$ cat src/rtl/ntsc_line_buffer_pkg.sv
// ntsc_line_buffer_pkg: shared sizes, write FSM encoding and counter limit for the line buffer
package ntsc_line_buffer_pkg;
  localparam int DEF_PIX_W = 5;
  localparam int DEF_LINE_PIX = 188;
  localparam int DEF_COL_W = 8;
  localparam logic [7:0] UNDERRUN_MAX = 8'd255;
  typedef enum logic [1:0] {ST_IDLE, ST_FILL, ST_FULL} wr_state_e;
endpackage

$ cat src/rtl/ntsc_line_bank.sv
// ntsc_line_bank: one line of pixel storage, synchronous write and registered read
module ntsc_line_bank #(
  parameter int PIX_W = 5,
  parameter int LINE_PIX = 188,
  parameter int COL_W = 8
) (
  input  logic             clk_i,
  input  logic             we_i,
  input  logic [COL_W-1:0] waddr_i,
  input  logic [PIX_W-1:0] wdata_i,
  input  logic [COL_W-1:0] raddr_i,
  output logic [PIX_W-1:0] rdata_o
);
  logic [PIX_W-1:0] mem_q [LINE_PIX];
  logic [PIX_W-1:0] rdata_q;
  always_ff @(posedge clk_i) begin
    if (we_i) mem_q[waddr_i] <= wdata_i;
    rdata_q <= mem_q[raddr_i];
  end
  assign rdata_o = rdata_q;
endmodule

$ cat src/rtl/ntsc_line_buffer.sv
// ntsc_line_buffer: ping-pong line buffer feeding the luma timing stage; one bank fills while the other is read
module ntsc_line_buffer
  import ntsc_line_buffer_pkg::*;
#(
  parameter int PIX_W = DEF_PIX_W,
  parameter int LINE_PIX = DEF_LINE_PIX,
  parameter int COL_W = DEF_COL_W
) (
  input  logic             clk_i,
  input  logic             rst_i,
  input  logic [PIX_W-1:0] wr_data_i,
  input  logic             wr_valid_i,
  input  logic             wr_sol_i,
  output logic             wr_ready_o,
  output logic             req_line_o,
  input  logic             line_start_i,
  input  logic [COL_W-1:0] rd_col_i,
  output logic [PIX_W-1:0] rd_pixel_o,
  output logic [7:0]       underrun_cnt_o,
  output logic             sync_err_o
);
  wr_state_e state_q, state_d;
  logic [COL_W-1:0] ptr_q, ptr_d, waddr;
  logic [7:0] cnt_q, cnt_d;
  logic rd_bank_q, rd_bank_d, blank_q, blank_d, ready_q, ready_d, req_q, req_d;
  logic sync_q, sync_d, zero_q, zero_d, sel_q, init_q;
  logic accept, last, swap, we;
  logic [PIX_W-1:0] rdata0, rdata1;
  always_comb begin
    accept = wr_valid_i && ready_q;
    last = accept && state_q == ST_FILL && !wr_sol_i && ptr_q == COL_W'(LINE_PIX - 1);
    swap = line_start_i && (state_q == ST_FULL || last);
    we = accept && (wr_sol_i || state_q == ST_FILL);
    waddr = wr_sol_i ? '0 : ptr_q;
    ptr_d = (accept && wr_sol_i) ? COL_W'(1) : we ? ptr_q + 1'b1 : ptr_q;
    state_d = swap ? ST_IDLE : last ? ST_FULL : (accept && wr_sol_i) ? ST_FILL : state_q;
    rd_bank_d = rd_bank_q ^ swap;
    blank_d = swap ? 1'b0 : line_start_i ? 1'b1 : blank_q;
    cnt_d = (line_start_i && !swap && cnt_q != UNDERRUN_MAX) ? cnt_q + 8'd1 : cnt_q;
    sync_d = sync_q || (accept && state_q == ST_FILL && wr_sol_i);
    ready_d = state_d != ST_FULL;
    req_d = init_q || swap;
    // blank and the swap are seen by reads one cycle after line_start_i
    zero_d = blank_q || rd_col_i >= COL_W'(LINE_PIX);
  end
  always_ff @(posedge clk_i) begin
    if (rst_i) begin
      state_q <= ST_IDLE;
      ptr_q <= '0;
      rd_bank_q <= 1'b0;
      blank_q <= 1'b1;
      ready_q <= 1'b0;
      req_q <= 1'b0;
      init_q <= 1'b1;
      cnt_q <= '0;
      sync_q <= 1'b0;
      sel_q <= 1'b0;
      zero_q <= 1'b1;
    end else begin
      state_q <= state_d;
      ptr_q <= ptr_d;
      rd_bank_q <= rd_bank_d;
      blank_q <= blank_d;
      ready_q <= ready_d;
      req_q <= req_d;
      init_q <= 1'b0;
      cnt_q <= cnt_d;
      sync_q <= sync_d;
      sel_q <= rd_bank_q;
      zero_q <= zero_d;
    end
  end
  ntsc_line_bank #(.PIX_W(PIX_W), .LINE_PIX(LINE_PIX), .COL_W(COL_W)) u_bank0 (
    .clk_i(clk_i), .we_i(we && rd_bank_q), .waddr_i(waddr), .wdata_i(wr_data_i),
    .raddr_i(rd_col_i), .rdata_o(rdata0)
  );
  ntsc_line_bank #(.PIX_W(PIX_W), .LINE_PIX(LINE_PIX), .COL_W(COL_W)) u_bank1 (
    .clk_i(clk_i), .we_i(we && !rd_bank_q), .waddr_i(waddr), .wdata_i(wr_data_i),
    .raddr_i(rd_col_i), .rdata_o(rdata1)
  );
  assign wr_ready_o = ready_q;
  assign req_line_o = req_q;
  assign rd_pixel_o = zero_q ? '0 : (sel_q ? rdata1 : rdata0);
  assign underrun_cnt_o = cnt_q;
  assign sync_err_o = sync_q;
endmodule

$ cat config.mk
export PLATFORM = sky130hd
export DESIGN_NAME = ntsc_line_buffer
export DESIGN_NICKNAME = d
export VERILOG_FILES = /design/src/rtl/ntsc_line_buffer_pkg.sv /design/src/rtl/ntsc_line_bank.sv /design/src/rtl/ntsc_line_buffer.sv
export SDC_FILE = /design/constraint.sdc
export NUM_CORES = 2
export LEC_CHECK = 0
export BUFFER_PORTS_ARGS = -buffer_cell sky130_fd_sc_hd__buf_4
export CAP_MARGIN = 5
export CORE_ASPECT_RATIO = 1.75
export CORE_UTILIZATION = 40
export DETAILED_ROUTE_END_ITERATION = 10
export PLACE_DENSITY = 0.65
export SLEW_MARGIN = 25
export SYNTH_ARGS = -nofsm -noshare
export SYNTH_HDL_FRONTEND = slang
export SYNTH_HIERARCHICAL = 1
export SYNTH_SLANG_ARGS = --single-unit
$ cat constraint.sdc
create_clock -name clk_i -period 4.1 [get_ports clk_i]
set_clock_uncertainty 0.15 [all_clocks]
set_input_delay 0.205 -clock clk_i [delete_from_list [all_inputs] [get_ports clk_i]]
set_output_delay 0.205 -clock clk_i [all_outputs]
set_load 0.005 [all_outputs]
==> impl_metrics.ini <==
[outcome]
run_status = complete, no violations

[synthesis]
yosys-top-cells-area = edfxtp_1 74%, mux4_2 10%, mux2i_1 2.2%
netlist_instances = 3957
synth_compound_area_share_pct = 3.59
synthAdderAreaFrac_pct = 0.0328
syn-cell-area_um2 = 76200
ys_seq_area_share_pct = 75.0
async_flop_share_pct = 0
synth_top_family_by_area = multiplexers
synth_xor_area_share_pct = 0.0460
synth_nets = 3977
ys_types = 74
synthSimpleGateAreaFrac_pct = 4.77
synth.mux.area_fraction_pct = 14.5
synth_top_area_share_pct = 74.1
synth-seq-cells = 1916
synth_top_flop_cell = edfxtp_1
avgSynthCellArea_um2 = 19.3
synth-warning-count = 6
synth-edff-count = 1880
synth_top_cell_by_area = edfxtp_1

[critical_path]
crit_buf_inv = 2
crit_fanout = 18
rr_endpoint = u_bank1/mem_q[159][4]
critical_path_arrival_ns = 3.93
critical-path-max-stage-delay_ns = 0.82
required_ns = 4.38
startpoint_type = flip-flop
regToRegSetupSlack_ns = 0.45
crit_family = simple AND/OR/NAND/NOR gates
critPathSlowestCell = nor2b_2
crit_type = flip-flop to flip-flop
crit_path_end_kind = flip-flop
regToRegStartpoint = ptr_q[2]
crit_path_cell_trace = nor2b_2 > nand4_1 > buf_4 > inv_1 > nand2_1 > nor2_1
worstRegToRegCells = 6

[global_route]
grt_pass1_wl_um = 298000
first_global_vias = 41100
overflow = 0
grtUsageTotal_pct = 21.7
antenna_found_initial = 4
grt_max_degree = 128

[sta]
timing.setup.tns_ns = 0
min_period_over_period_pct = 89.0
fmax_ghz = 0.274
slew_violations = 0
setup_ws_ns = 0.453
fin_crit_ns = 3.65
worst_hold_slack_ns = 0.0705
slew_headroom_pct = 27.8
setup_violations = 0
hold_viol = 0
worst_pin_slew_ns = 1.07
rsz0062_at_grt = false

[power_and_ir_drop]
pwr-share-seq_pct = 55.0
ir_drop_uv = 350
p_switching_mw = 8.32
power_frac_comb_pct = 5.1
p_total_mw = 39.2
power.leakage_nw = 26.5
power_density_nw_per_um2 = 459
pwr-share-clk_pct = 40.0
switching_share_pct = 21.2
p_int_mw = 30.9

[clock_network]
cts_resized = 0
postCtsSetupBuffers = 0
cts_tree = done
cts_buffers = 174
clock-root-buffer = clkbuf_16
cts.sinks = 1916
insertion_delay_ns = 0.83
clk_pin_slew_worst_paths_ns = 0.07
ctsHtreeMaxLevel = 4
cts.path.max_buffers = 4

[drt]
drt_iter0_drc = 4120
drt-total-wl_um = 210000
post_drt_via_cell_ratio = 5.94
firstDrtPassIters = 6
postRouteAntennaNets = 0
routedWlPerCell_um = 31.2
drc = 0
vias = 39900

[worst_hold_path]
whs_endpoint = init_q
hp-start = rst_i
holdCritPathClass = input pin to flip-flop
whs_path_depth = 2

[floorplanning]
core_area_um2 = 189000
core.rowCount = 211
die_area_um2 = 192000
io_pins = 34
die_h_um = 579
die_x_um = 332
initial_core_util_pct = 40.3

[final_layout]
drive_above_1_share_pct = 19.9
areaGrowthSynthToFinish_pct = 12.2
nets = 4160

[placed_design]
place_ws_ns = 0.325
io_buffers = 33
place_hpwl_um = 143000
gp_congestion = 0.932

[job]
maxCapViolations = 0
stage by stage:
stage | std cells | util, % | instance area, µm²
after global routing | 6718 | 45.2 | 85400
after detailed placement | 6400 | 42.3 | 80000
after CTS | 6717 | 45.2 | 85400
after global placement | 6400 | 42.3 | 80000
after floorplan | 3957 | - | 76200
final | 6720 | 45.2 | 85500
cells by family after synthesis:
logic type	after synthesis
compound gates	392
fa+ha+maj	2
simple gates	812
buf+inv	248
mux	583
xor+xnor	4
flops	1916
repair_timing:
action                     CTS  global route
setup endpoints to repair    0             0
hold buffers                13             0
hold endpoints to repair   572             0
cells in the final DEF, fill, tap and decap left out, types with 21 or more instances in the layout:
cell type	n
edfxtp_1	1880
clkbuf_1	40
a21oi_1	79
o221ai_1	32
buf_4	185
nor3_1	31
o21ai_0	28
nor2_1	437
mux4_1	48
dfxtp_1	36
mux4_2	354
a22oi_1	88
nand2b_1	23
clkbuf_16	177
o22ai_1	42
a211oi_1	23
clkinv_1	30
buf_12	32
clkinv_2	30
nand3_1	62
mux2i_1	165
nand4_1	21
nand2_1	123
nor2b_1	49
layer usage:
metal,global-route usage [%],wire (µm)
met3,2.95,12700
met1,22.6,67000
met4,16.5,18500
met5,0,13
met2,39.7,112000
power groups by stage:
stage | Sequential (mW) | Clock [mW] | Combinational [mW]
after floorplan | 21.9 | 0 | 1.05
after global routing | 21.5 | 16.5 | 2.07
after detailed placement | 22.0 | 0 | 1.98
final | 21.5 | 15.7 | 1.99
after global placement | 22.0 | 0 | 1.96
after CTS | 21.5 | 15.9 | 1.99
area by class of cell:
type,instances,area [µm²]
Multi-Input combinational cell,1793,17500
Clock buffer,219,4610
Timing Repair Buffer,238,2280
Sequential cell,1916,57200
Tap cell,2449,3060
Clock inverter,85,737
Antenna cell,3,7.51
Inverter,17,63.8
Fill cell,15900,104000
worst max path at each step:
stage | endpoint | cells past startpoint | startpoint | slack (ns)
3_5_place_dp | u_bank1/rdata_o[1] | 7 | rd_col_i[1] | 0.33
6_report | u_bank1/mem_q[159][4] | 6 | ptr_q[2] | 0.45
2_1_floorplan | u_bank0/mem_q[11][0] | 7 | state_q[1] | 1.63
4_1_cts | u_bank1/mem_q[159][4] | 6 | ptr_q[2] | 0.66
5_1_grt | u_bank0/mem_q[159][1] | 6 | ptr_q[0] | 0.53
3_3_place_gp | u_bank1/rdata_o[1] | 7 | rd_col_i[1] | 0.32
cell usage after synthesis (42+ instances only):
cell	number
clkbuf_1	110
o22ai_1	42
nor2b_1	53
mux2i_1	165
a21oi_1	79
edfxtp_1	1880
nand2_1	123
mux4_2	354
mux4_1	48
a22oi_1	88
nand3_1	62
buf_2	42
nor2_1	437
flip-flops by register name (all words and copies together) (netlist names), 2 cells and up:
| register | count |
|---|---|
| underrun_cnt_o | 8 |
| u_bank1/rdata_o | 5 |
| state_q | 2 |
| ptr_q | 8 |
| u_bank0/rdata_o | 5 |
| u_bank0/mem_q | 940 |
| u_bank1/mem_q | 940 |
No activity file was read; power rests on OpenSTA's default activity.
